`config.mk`:
```
export PLATFORM = sky130hd
export DESIGN_NAME = best_1ofn_busy_pipe
export DESIGN_NICKNAME = d
export VERILOG_FILES = /design/src/rtl/best_1ofn_busy_pipe.sv
export SDC_FILE = /design/constraint.sdc
export NUM_CORES = 1
export LEC_CHECK = 0
export CAP_MARGIN = 20
export CELL_PAD_IN_SITES_DETAIL_PLACEMENT = 1
export CELL_PAD_IN_SITES_GLOBAL_PLACEMENT = 2
export CORE_ASPECT_RATIO = 0.5
export CORE_MARGIN = 2
export CORE_UTILIZATION = 34
export DETAILED_ROUTE_END_ITERATION = 12
export GPL_TIMING_DRIVEN = 0
export PLACE_DENSITY_LB_ADDON = 0.05
export SYNTH_ARGS = -nofsm -noshare
export SYNTH_HDL_FRONTEND = slang
export SYNTH_SLANG_ARGS = --single-unit
```
`constraint.sdc`:
```
create_clock -name clock -period 9 [get_ports clock]
set_input_delay 1.8 -clock clock [delete_from_list [all_inputs] [get_ports clock]]
set_output_delay 1.8 -clock clock [all_outputs]
set_load 0.02 [all_outputs]
```
`src/rtl/best_1ofn_busy_pipe.sv`:
```
// best_1ofn_busy_pipe: pipelined best-of-N pattern selector with busy skip.
// Inputs are registered (S0), a registered binary tournament tree of depth
// D = ceil(log2 NCH) picks the highest-ranked non-busy channel (ties go to
// the lowest index), and a final stage emits the winner with its extended
// key {idx,key} and a region-clamped sub-strip key. Latency is D+2 clocks.
// Build option SORT_ON_QLT_EN: rank on quality instead of pattern id
// (pattern bit 0, the bend direction, is never ranked on).
module best_1ofn_busy_pipe #(
    parameter int NCH        = 7,
    parameter int IDXB       = 3,
    parameter int MXPATB     = 7,
    parameter int MXKEYB     = 5,
    parameter int MXKEYBX    = 8,
    parameter int MXOFFSB    = 4,
    parameter int MXQLTB     = 6,
    parameter int MXBNDB     = 5,
    parameter int MXPATC     = 12,
    parameter int MXSUBKEYBX = 10,
    parameter int SPLIT_KEY  = 128,
    parameter int KEY_MAX    = 223
) (
    input  logic                      clock,
    input  logic                      global_reset,
    input  logic                      valid_in,
    input  logic [NCH*MXPATB-1:0]     pat,
    input  logic [NCH*MXKEYB-1:0]     key,
    input  logic [NCH*MXOFFSB-1:0]    offs,
    input  logic [NCH*MXQLTB-1:0]     qlt,
    input  logic [NCH*MXBNDB-1:0]     bend,
    input  logic [NCH*MXPATC-1:0]     carry,
    input  logic [NCH-1:0]            bsy,
    output logic                      valid_out,
    output logic [MXPATB-1:0]         best_pat,
    output logic [MXKEYBX-1:0]        best_key,
    output logic [MXQLTB-1:0]         best_qlt,
    output logic [MXBNDB-1:0]         best_bend,
    output logic [MXPATC-1:0]         best_carry,
    output logic [MXSUBKEYBX-1:0]     best_subkey,
    output logic                      best_bsy
);

    localparam int D  = $clog2(NCH);
    localparam int NP = 1 << D;
    localparam int RW = MXSUBKEYBX + 2;

`ifdef SORT_ON_QLT_EN
    localparam int SORTB = MXQLTB;
`else
    localparam int SORTB = MXPATB - 1;
`endif

    // Clamp windows for the lower and upper key regions.
    localparam logic signed [RW-1:0] LO_A = RW'(0);
    localparam logic signed [RW-1:0] HI_A = RW'(4 * SPLIT_KEY - 1);
    localparam logic signed [RW-1:0] LO_B = RW'(4 * SPLIT_KEY);
    localparam logic signed [RW-1:0] HI_B = RW'(4 * KEY_MAX + 3);

    typedef struct packed {
        logic                live;
        logic [SORTB-1:0]    sort;
        logic [IDXB-1:0]     idx;
        logic [MXPATB-1:0]   pat;
        logic [MXKEYB-1:0]   key;
        logic [MXOFFSB-1:0]  offs;
        logic [MXQLTB-1:0]   qlt;
        logic [MXBNDB-1:0]   bend;
        logic [MXPATC-1:0]   carry;
    } node_t;

    // One tournament match: b takes the slot only if it is live and strictly
    // better, so equal ranks keep the lower-index side.
    function automatic node_t pick(input node_t a, input node_t b);
        node_t r;
        if (b.live && (!a.live || (b.sort > a.sort))) begin
            r = b;
        end else begin
            r = a;
        end
        r.live = a.live | b.live;
        return r;
    endfunction

    node_t                  in_nodes_s [NP];
    node_t                  tree_r     [D+1][NP];
    logic [D:0]             vld_r;
    logic [MXKEYBX-1:0]     ext_s;
    logic signed [RW-1:0]   raw_s;
    logic signed [RW-1:0]   lo_s;
    logic signed [RW-1:0]   hi_s;
    logic signed [RW-1:0]   clamp_s;

    // Unpack the candidate buses into tree leaves; padding leaves are never live.
    always_comb begin
        for (int i = 0; i < NP; i++) begin
            in_nodes_s[i] = '0;
            if (i < NCH) begin
                in_nodes_s[i].live  = ~bsy[i];
`ifdef SORT_ON_QLT_EN
                in_nodes_s[i].sort  = qlt[i*MXQLTB +: MXQLTB];
`else
                in_nodes_s[i].sort  = pat[i*MXPATB+1 +: SORTB];
`endif
                in_nodes_s[i].idx   = IDXB'(i);
                in_nodes_s[i].pat   = pat[i*MXPATB +: MXPATB];
                in_nodes_s[i].key   = key[i*MXKEYB +: MXKEYB];
                in_nodes_s[i].offs  = offs[i*MXOFFSB +: MXOFFSB];
                in_nodes_s[i].qlt   = qlt[i*MXQLTB +: MXQLTB];
                in_nodes_s[i].bend  = bend[i*MXBNDB +: MXBNDB];
                in_nodes_s[i].carry = carry[i*MXPATC +: MXPATC];
            end else begin
                in_nodes_s[i] = '0;
            end
        end
    end

    // Input register (level 0) and registered tournament levels 1..D, with valid alongside.
    always_ff @(posedge clock) begin
        if (global_reset) begin
            vld_r <= '0;
            for (int l = 0; l <= D; l++) begin
                for (int j = 0; j < NP; j++) begin
                    tree_r[l][j] <= '0;
                end
            end
        end else begin
            vld_r[0] <= valid_in;
            for (int j = 0; j < NP; j++) begin
                tree_r[0][j] <= in_nodes_s[j];
            end
            for (int l = 1; l <= D; l++) begin
                vld_r[l] <= vld_r[l-1];
                for (int j = 0; j < NP / 2; j++) begin
                    tree_r[l][j] <= (j < (NP >> l)) ? pick(tree_r[l-1][2*j], tree_r[l-1][2*j+1]) : '0;
                end
                for (int j = NP / 2; j < NP; j++) begin
                    tree_r[l][j] <= '0;
                end
            end
        end
    end

    // Sub-strip key: 4*key + signed offset, clamped to the winner's key region.
    always_comb begin
        ext_s = {tree_r[D][0].idx, tree_r[D][0].key};
        raw_s = $signed({{(RW-MXKEYBX-2){1'b0}}, ext_s, 2'b00})
              + $signed({{(RW-MXOFFSB){tree_r[D][0].offs[MXOFFSB-1]}}, tree_r[D][0].offs});
        if (ext_s < MXKEYBX'(SPLIT_KEY)) begin
            lo_s = LO_A;
            hi_s = HI_A;
        end else begin
            lo_s = LO_B;
            hi_s = HI_B;
        end
        if (raw_s < lo_s) begin
            clamp_s = lo_s;
        end else if (raw_s > hi_s) begin
            clamp_s = hi_s;
        end else begin
            clamp_s = raw_s;
        end
    end

    // Output register: data only for a valid crossing with a live winner.
    always_ff @(posedge clock) begin
        if (global_reset) begin
            valid_out   <= 1'b0;
            best_pat    <= '0;
            best_key    <= '0;
            best_qlt    <= '0;
            best_bend   <= '0;
            best_carry  <= '0;
            best_subkey <= '0;
            best_bsy    <= 1'b0;
        end else if (vld_r[D] && tree_r[D][0].live) begin
            valid_out   <= 1'b1;
            best_pat    <= tree_r[D][0].pat;
            best_key    <= ext_s;
            best_qlt    <= tree_r[D][0].qlt;
            best_bend   <= tree_r[D][0].bend;
            best_carry  <= tree_r[D][0].carry;
            best_subkey <= clamp_s[MXSUBKEYBX-1:0];
            best_bsy    <= 1'b0;
        end else begin
            valid_out   <= vld_r[D];
            best_pat    <= '0;
            best_key    <= '0;
            best_qlt    <= '0;
            best_bend   <= '0;
            best_carry  <= '0;
            best_subkey <= '0;
            best_bsy    <= vld_r[D];
        end
    end

endmodule

```
* Word-level counts from Yosys, hierarchy flattened
Memory sizes are Yosys's and may differ from the RTL's.
Index checks and enable logic that the tools add are counted.
** Cells by class
- Multipliers :: 0
- Div/mod/pow operators :: 0
- Reductions and logical operators :: 24
- Equality and inequality tests :: 0
- Shift operators :: 0
- Muxes and demuxes :: 50
- Magnitude comparators :: 10
- Add/sub/neg operators :: 1
- Bitwise logic cells :: 43
** Operators by type and width (count)
- 2-to-1 mux 48 bit :: 22
- 2-to-1 mux 49 bit :: 16
- 2-to-1 mux 47 bit :: 4
- 2-to-1 mux 10 bit :: 4
- > comparator 6 bit :: 6
- bitwise OR 1 bit :: 34
- adder 11 x 4 -> 12 bit :: 1
- > comparator 12 x 11 -> 1 bit :: 1
- < comparator 12 x 11 -> 1 bit :: 1
- < comparator 8 bit (second input constant) :: 1
- inverter 1 bit :: 8
- logical AND 1 bit :: 7
- logical NOT 1 bit :: 7
- logical OR 1 bit :: 7
- > comparator 6 bit (first input constant) :: 1
- 2-to-1 mux 1 bit :: 4
- OR reduction 2 bit :: 2
- logical AND 1 bit (first input constant) :: 1
- bitwise OR 1 bit (second input constant) :: 1
** Word-level totals
- Memories :: 1
- Memory bits (read-only) :: 0
- Logic and storage cells :: 138
- Output and inout bits :: 50
- Bits in writable memories :: 1356
- Bits in registers :: 54
- Latch bits :: 0
- Input bits :: 283
** Memory list
- tree_r :: words 4, bits a word 339, rd ports 4, clocked after memory_dff 0, wr ports 4, RTL line 84 : node_t tree_r [D+1][NP];

* Depth between registers and ports, before layout
Gate-level depths: netlist of the first run.
An unclocked memory read counts as a cell.
- Depth after elaboration :: 7
- Mapped depth :: 14
- Depth with buffers taken out :: 14

* Worst setup path before layout of the first run
OpenSTA, ideal clock, no wires.
- Kind :: register to register
- Start :: memory tree_r[3][316] (netlist name)
- End :: register best_subkey[3]
- Library setup time :: 115 ps
- Path buffers :: 0
- Cell stages (with the launch flop) :: 15
- Slack :: 5517 ps
- Arrival :: 3369 ps
- Period minus slack after synthesis :: 3483 ps
- Data required time :: 8885 ps
- Cell sequence :: dfxtp_1 -> ha_1 -> a21oi_1 -> nand2_1 -> nor2_1 -> o21ai_0 -> xnor2_1 -> ha_1 -> nor2b_1 -> o2111a_1 -> or4_4 -> a21oi_2 -> o2bb2ai_2 -> nor2_1 -> o21a_1
** RTL lines
- from (decl) :: RTL line 84
- to (signal assigned) :: RTL line 181 : best_subkey <= clamp_s[MXSUBKEYBX-1:0];
- to (decl) :: RTL line 38 : output logic [MXSUBKEYBX-1:0] best_subkey,

==> results of run 1 <==
-- per-stage QoR --
| stage | util | cells | hold WS, ns | power [W] |
|---|---|---|---|---|
| after floorplan | - | 2033 | 0.4138 | 0.003233 |
| after global placement | 0.4153 | 3190 | 0.4187 | 0.003479 |
| after detailed placement | 0.4155 | 3191 | 0.4253 | 0.003485 |
| after CTS | 0.4457 | 3293 | 0.4416 | 0.005905 |
| after global routing | 0.4458 | 3294 | 0.4556 | 0.006073 |
| final | 0.4458 | 3296 | 0.4373 | 0.005820 |
-- cells in the mapped netlist (13+ instances only) --
library cell  instances
o21a_1               15
nand2_1             407
mux2i_1             238
clkbuf_1             93
nor2b_1             328
inv_1                45
and3_1               44
o21ai_0              13
nor2_1               74
buf_2                26
ha_1                 48
dfxtp_1             627
-- cell usage in the layout, fill, tap and decap left out, types with 7 or more instances in the layout --
master,instances
o21ai_0,13
nor2_1,74
inv_1,45
o21a_1,15
clkinv_2,13
clkbuf_16,56
a21oi_1,11
dfxtp_1,627
clkdlybuf4s50_1,332
nor2b_1,328
buf_2,26
mux2i_1,238
and3_1,44
a21o_1,7
clkbuf_1,104
nand3_1,8
ha_1,48
clkbuf_8,15
nand2_1,407
-- worst paths after layout --
path	start	end	slack [ns]
max	global_reset	tree_r[2][317]$_SDFF_PP0_	4.33
max reg2reg	tree_r[3][316]$_SDFF_PP0_	best_subkey[1]$_SDFF_PP0_	4.79
min reg2reg	tree_r[0][24]$_SDFF_PP0_	tree_r[1][167]$_SDFF_PP0_	0.44
min	tree_r[0][24]$_SDFF_PP0_	tree_r[1][167]$_SDFF_PP0_	0.44
-- routing by layer --
metal / GRT usage / vias to the layer above / part of all wire
li1: - / 7242 / -
met1: 0.2449 / 6805 / 0.45
met2: 0.3240 / 197 / 0.48
met3: 0.03340 / 62 / 0.054
met4: 0.03559 / 0 / 0.015
met5: 0 / - / 0
-- state kept, by name, summed over array words and instances (netlist names) --
signal / count
valid_out: 1
best_qlt: 6
tree_r: 573
best_subkey: 10
best_pat: 7
vld_r: 4
best_bsy: 1
best_bend: 5
best_key: 8
best_carry: 12
-- logic make-up (layout without fill, tap and decap cells) --
group / after synthesis / count (layout)
AOI/OAI and AO/OA: 63 / 63
xor gates and xnor gates: 7 / 7
adders and majority gates: 49 / 49
buffers and inverters: 167 / 602
DFF: 627 / 627
muxes: 238 / 238
other: 0 / 3
and+or+nand+nor: 882 / 882
-- power by group --
| part | leakage [nW] | total, W | internal [W] | switching (W) |
|---|---|---|---|---|
| logic | 4.69 | 0.000470 | 0.000242 | 0.000228 |
| clock network | 0.916 | 0.00241 | 0.00135 | 0.00105 |
| registers | 5.17 | 0.00294 | 0.00290 | 0.0000423 |
-- cell type report --
cell class	instances	area share
inverters	45	0.006201
clock inverters	20	0.007165
clock buffers	82	0.06054
plain buffers	122	0.01801
diodes	3	0.0002756
repair buffers	333	0.1225
multi-input cells	1239	0.2866
flip-flops and latches	627	0.4608
well taps	825	0.03789
==> out/metrics.yaml, run 1 <==
logic_synthesis:
  synth_top_family_by_area: "simple AND/OR/NAND/NOR gates"
  ys_types: 41
  syn-cell-area_mm2: 0.02102
  synthArstFlopShare: 0
  ys_seq_elements: 627
  ys_seq_area_frac: 0.5972
  synth_ff_type: "dfxtp_1"
  synth.top_cell.area_share: 0.5972
  synth-warning-count: 0
  synth-simple-area-share: 0.2053
  synth_compound_area_frac: 0.02030
  synth_top_area_cell: "dfxtp_1"
  synth_cells: 2033
  synth_fa_ha_area_frac: 0.02953
  synth_nets: 2365
  synth_edf_count: 0
  synthXorXnorAreaFrac: 0.002917
  syn_avg_cell_area_um2: 10.34
  synth_mux_area_frac: 0.1133
  synth_top_cells_by_area: "dfxtp_1, mux2i_1, nor2b_1, nand2_1, ha_1"
detailed_routing:
  routedWlPerCell_um: 18.33
  drtAntennaViolNets: 0
  drtPass1Iterations: 4
  viasPerCell: 4.340
  route.detailed.drc: 0
  vias: 14306
  drt-initial-drc-count: 491
  drt-total-wl_um: 60420
floorplan:
  die-height_um: 179.8
  design.core.area_mm2: 0.06110
  start_util: 0.3440
  die_w_um: 355.6
  rows: 64
  ios: 333
  die_area_mm2: 0.06394
setup_path:
  cp-end-kind: "flop"
  crit_type: "in -> reg"
  path_buf_inv: 5
  crit_chain: "clkdlybuf4s50_1 -> inv_1 -> clkbuf_1 -> clkbuf_1 -> clkbuf_1 -> nand2_1 -> mux2i_1"
  critPathTopFamily: "buffers and inverters"
  cp_num_cells: 7
  arrival_ns: 5.09
  cp_max_fo: 10
  rr_worst_depth: 14
  cpMostUsedCell: "clkbuf_1"
  crit_path_max_incr_delay_ns: 0.79
  cp-start-kind: "input port"
  crit_slowest_cell: "clkbuf_1"
  required_ns: 9.42
timing:
  slew_violations: 0
  setup_ws_ns: 4.329
  hold_violations: 0
  timing.fmax_mhz: 214.1
  period_share: 0.5190
  finalSetupTns_ns: 0
  fin_worst_skew_ns: 0.02149
  slew_headroom: 0.2697
  setup_viol: 0
  rsz0062_at_grt: "false"
  post-route-min-period_ns: 4.671
  max_slew.worst_pin.slew_ns: 1.095
power:
  p_leak_nw: 10.77
  power_density_mw_per_mm2: 213.7
  vdd_ir_drop_max_mv: 0.1387
finish:
  seq_area_mm2: 0.01255
  fillers: 6782
  drive_gt1_frac: 0.04984
  multi_input_area_mm2: 0.007806
  final_area_mm2: 0.02724
  syn2layout_area_growth_pct: 29.60
  nets: 2756
clock_tree:
  clk_pin_slew_ns: 0.06
  cts_buffers: 56
  cts_max_path_buffers: 3
  cts_tree: "done"
  clockRootBuffer: "clkbuf_16"
  cts_max_level: 2
  ctsResizeCount: 0
  cts_setup_buffers: 0
  holdBufCountCts: 0
  clock_latency_ns: 0.60
  clkSinkCount: 627
hold_path:
  whs_path_depth: 1
  hold_class: "reg -> reg"
flow_run:
  maxCapViolCount: 0
global_routing:
  grt_pass1_vias: 14935
  grt_max_degree: 16
  grt_pass1_wl_um: 89600
  grt_use_total: 0.1872
  antenna_found_initial: 5
  grt_overflow: 0
outcome:
  outcome: "finished clean"
placed_design:
  dpl_cell_area_mm2: 0.02539
  io_buffers: 332
  gp_congestion: 0.7917
  hpwlAfterDp_um: 47430
  pre_cts_ws_ns: 3.609
Power figures use the tool's default switching activity.
==> run 2: changes to the inputs <==
==> constraint.sdc (replaced) <==
create_clock -name clock -period 4.7 [get_ports clock]
set_input_delay 0.94 -clock clock [delete_from_list [all_inputs] [get_ports clock]]
set_output_delay 0.94 -clock clock [all_outputs]
set_load 0.02 [all_outputs]
==> results of run 2 <==
The final DEF is identical to that of run 1. Status: finished clean.
Main changes from that run: setup slack after placement 3.609 ns -> 0.1688 ns; setup slack after layout 4.329 ns -> 0.4925 ns; start point of the critical path global_reset -> tree_r[3][316]$_SDFF_PP0_; end point of the critical path tree_r[2][317]$_SDFF_PP0_ -> best_subkey[1]$_SDFF_PP0_; register-to-register setup slack 4.79 ns -> 0.49 ns; total power 0.005820 W -> 0.01114 W; worst IR drop on VDD 0.1387 mV -> 0.2656 mV
==> run 3: changes to the inputs <==
--- a/config.mk
+++ b/config.mk
@@ -5,7 +5,6 @@
 export SDC_FILE = /design/constraint.sdc
 export NUM_CORES = 1
 export LEC_CHECK = 0
-export CAP_MARGIN = 20
 export CELL_PAD_IN_SITES_DETAIL_PLACEMENT = 1
 export CELL_PAD_IN_SITES_GLOBAL_PLACEMENT = 2
 export CORE_ASPECT_RATIO = 0.5
@@ -14,6 +13,7 @@
 export DETAILED_ROUTE_END_ITERATION = 12
 export GPL_TIMING_DRIVEN = 0
 export PLACE_DENSITY_LB_ADDON = 0.05
+export SKIP_CTS_REPAIR_TIMING = 1
 export SYNTH_ARGS = -nofsm -noshare
 export SYNTH_HDL_FRONTEND = slang
 export SYNTH_SLANG_ARGS = --single-unit
==> run 3 against run 2 <==
  * Clock skew increased by 0.0048 ns
  * Die area did not move
  * Register-to-register slack better by 0.03 ns
  * First-iteration DRC count fell by 1.0%
  * Via count barely moved
  * Critical path type unchanged
  * Largest cell class unchanged
  * Highest routed layer unchanged
==> out/metrics.yaml, run 3 (synthesized netlist as in run 1, its figures left out) <==
power:
  power_density_mw_per_mm2: 419.0
  vdd_ir_drop_max_mv: 0.3239
  p_leak_nw: 10.83  # +0.56%
floorplan:
  die_area_mm2: 0.06394  # unchanged
  die-height_um: 179.8  # unchanged
  die_w_um: 355.6  # unchanged
  design.core.area_mm2: 0.06110  # unchanged
  start_util: 0.3440  # unchanged
  ios: 333  # unchanged
  rows: 64  # unchanged
clock_tree:
  clockRootBuffer: "clkbuf_16"
  clkSinkCount: 627  # unchanged
  clk_pin_slew_ns: 0.06  # about the same
  cts_buffers: 56  # unchanged
  cts_max_level: 2  # unchanged
  cts_tree: "done"
  clock_latency_ns: 0.61  # about the same
  cts_max_path_buffers: 3  # unchanged
setup_path:
  arrival_ns: 4.68
  required_ns: 5.20
  r2r_slack_ns: 0.52
  crit_slowest_cell: "dfxtp_1"
  crit_chain: "ha_1 -> a21oi_1 -> nand2_1 -> nor2_1 -> o21ai_0 -> xnor2_1 -> ha_1 -> nor2b_1 -> o2111a_1 -> or4_4 -> a21oi_2 -> o2bb2ai_2 -> nor2_1 -> o21a_1"
  cp_max_fo: 11
  critPathTopFamily: "compound AO/OA/AOI/OAI gates"
  path_buf_inv: 0
  crit_path_max_incr_delay_ns: 0.62
  cp-start-kind: "flop"
  cp-end-kind: "flop"
  crit_type: "reg -> reg"
detailed_routing:
  vias: 14296  # -0.070%
  drt-initial-drc-count: 486  # -1.0%
  viasPerCell: 4.340  # about the same
  routedWlPerCell_um: 18.47  # +0.74%
  drt-total-wl_um: 60830  # +0.68%
  drtAntennaViolNets: 0  # unchanged
  drtPass1Iterations: 4  # unchanged
  route.detailed.drc: 0  # unchanged
placed_design:
  hpwlAfterDp_um: 47340  # -0.20%
  gp_congestion: 0.7917  # unchanged
  dpl_cell_area_mm2: 0.02537  # about the same
  dp.cells: 3190  # -0.031%
  pre_cts_ws_ns: 0.1658
  io_buffers: 332  # unchanged
finish:
  final_common_cell: "dfxtp_1"
  reg.largest.list: "tree_r (573), best_carry (12), best_subkey (10)"
  final_area_mm2: 0.02735  # +0.42%
  fin_cells: 3294  # -0.061%
  syn2layout_area_growth_pct: 30.15
  largest_reg_flops: 573  # unchanged
  final_cell_mix: "dfxtp_1, nand2_1, clkdlybuf4s50_1, nor2b_1, mux2i_1"
  drive_gt1_frac: 0.04988  # about the same
  top_register: "tree_r"
  fillers: 6715  # -0.99%
  nets: 2755  # -0.036%
timing:
  setup_viol: 0  # unchanged
  post-route-min-period_ns: 4.179
  max_slew.worst_pin.slew_ns: 1.218  # +0.1222 ns
  setup_ws_ns: 0.5209
  finalSetupTns_ns: 0  # unchanged
  slew_violations: 0  # unchanged
  hold_violations: 0  # unchanged
  timing.fmax_mhz: 239.3
  slew_headroom: 0.1883  # -0.08146
  period_share: 0.8892
  fin_worst_skew_ns: 0.02632  # +0.004835 ns
  rsz0062_at_grt: "false"
hold_path:
  hold_class: "reg -> reg"
global_routing:
  grt_pass1_wl_um: 90220  # +0.69%
  grt_use_total: 0.1886  # +0.001353
  antenna_found_initial: 7  # +2
  grt_max_degree: 16  # unchanged
  grt_pass1_vias: 15039  # +0.70%
  grt_overflow: 0  # unchanged
flow_run:
  maxCapViolCount: 0  # unchanged
outcome:
  outcome: "finished clean"
-- run 3: area by class of cell --
class | instances | area, um^2 | share of cell area
Antenna cell | 3 | 7.507 | 0.0002744
Buffer | 122 | 490.5 | 0.01793
Clock buffer | 80 | 1653 | 0.06042
Clock inverter | 21 | 320.3 | 0.01171
Inverter | 45 | 168.9 | 0.006175
Multi-Input combinational cell | 1239 | 7806 | 0.2854
Sequential cell | 627 | 12550 | 0.4589
Tap cell | 825 | 1032 | 0.03774
Timing Repair Buffer | 332 | 3323 | 0.1215
-- run 3: through the flow --
step	util	hold slack, ns	power [W]
final	0.4477	0.4287	0.01146
after global routing	0.4476	0.4506	0.01195
after CTS	0.4476	0.4344	0.01162
after detailed placement	0.4153	0.4266	0.006673
after global placement	0.4153	0.4187	0.006661
after floorplan	-	0.4138	0.006191
-- run 3: routing by layer --
metal / GRT usage / vias to the layer above / part of all wire
met5: 0 / - / 0
met4: 0.03322 / 0 / 0.013
met3: 0.03624 / 68 / 0.056
met2: 0.3254 / 199 / 0.49
met1: 0.2467 / 6792 / 0.45
li1: - / 7237 / -
-- run 3: worst reg2reg max path: stages (launching register included) --
cell and delay (ns):
dfxtp_1 0.62, ha_1 0.40, a21oi_1 0.33, nand2_1 0.13
nor2_1 0.18, o21ai_0 0.13, xnor2_1 0.37, ha_1 0.35
nor2b_1 0.16, o2111a_1 0.15, or4_4 0.56, a21oi_2 0.19
o2bb2ai_2 0.18, nor2_1 0.13, o21a_1 0.19
-- run 3: power breakdown --
group / switching, W / internal [W]
Sequential: 0.0000821 / 0.00555
Combinational: 0.000437 / 0.000462
Clock: 0.00205 / 0.00288
-- run 3: path summary, 6_finish.rpt --
path | start | end | cells after the start
worst max-delay path | tree_r[3][316]$_SDFF_PP0_ | best_subkey[2]$_SDFF_PP0_ | 14
worst min-delay path | tree_r[0][42]$_SDFF_PP0_ | tree_r[1][186]$_SDFF_PP0_ | 1
worst max register to register | tree_r[3][316]$_SDFF_PP0_ | best_subkey[2]$_SDFF_PP0_ | 14
worst min register to register | tree_r[0][42]$_SDFF_PP0_ | tree_r[1][186]$_SDFF_PP0_ | 1
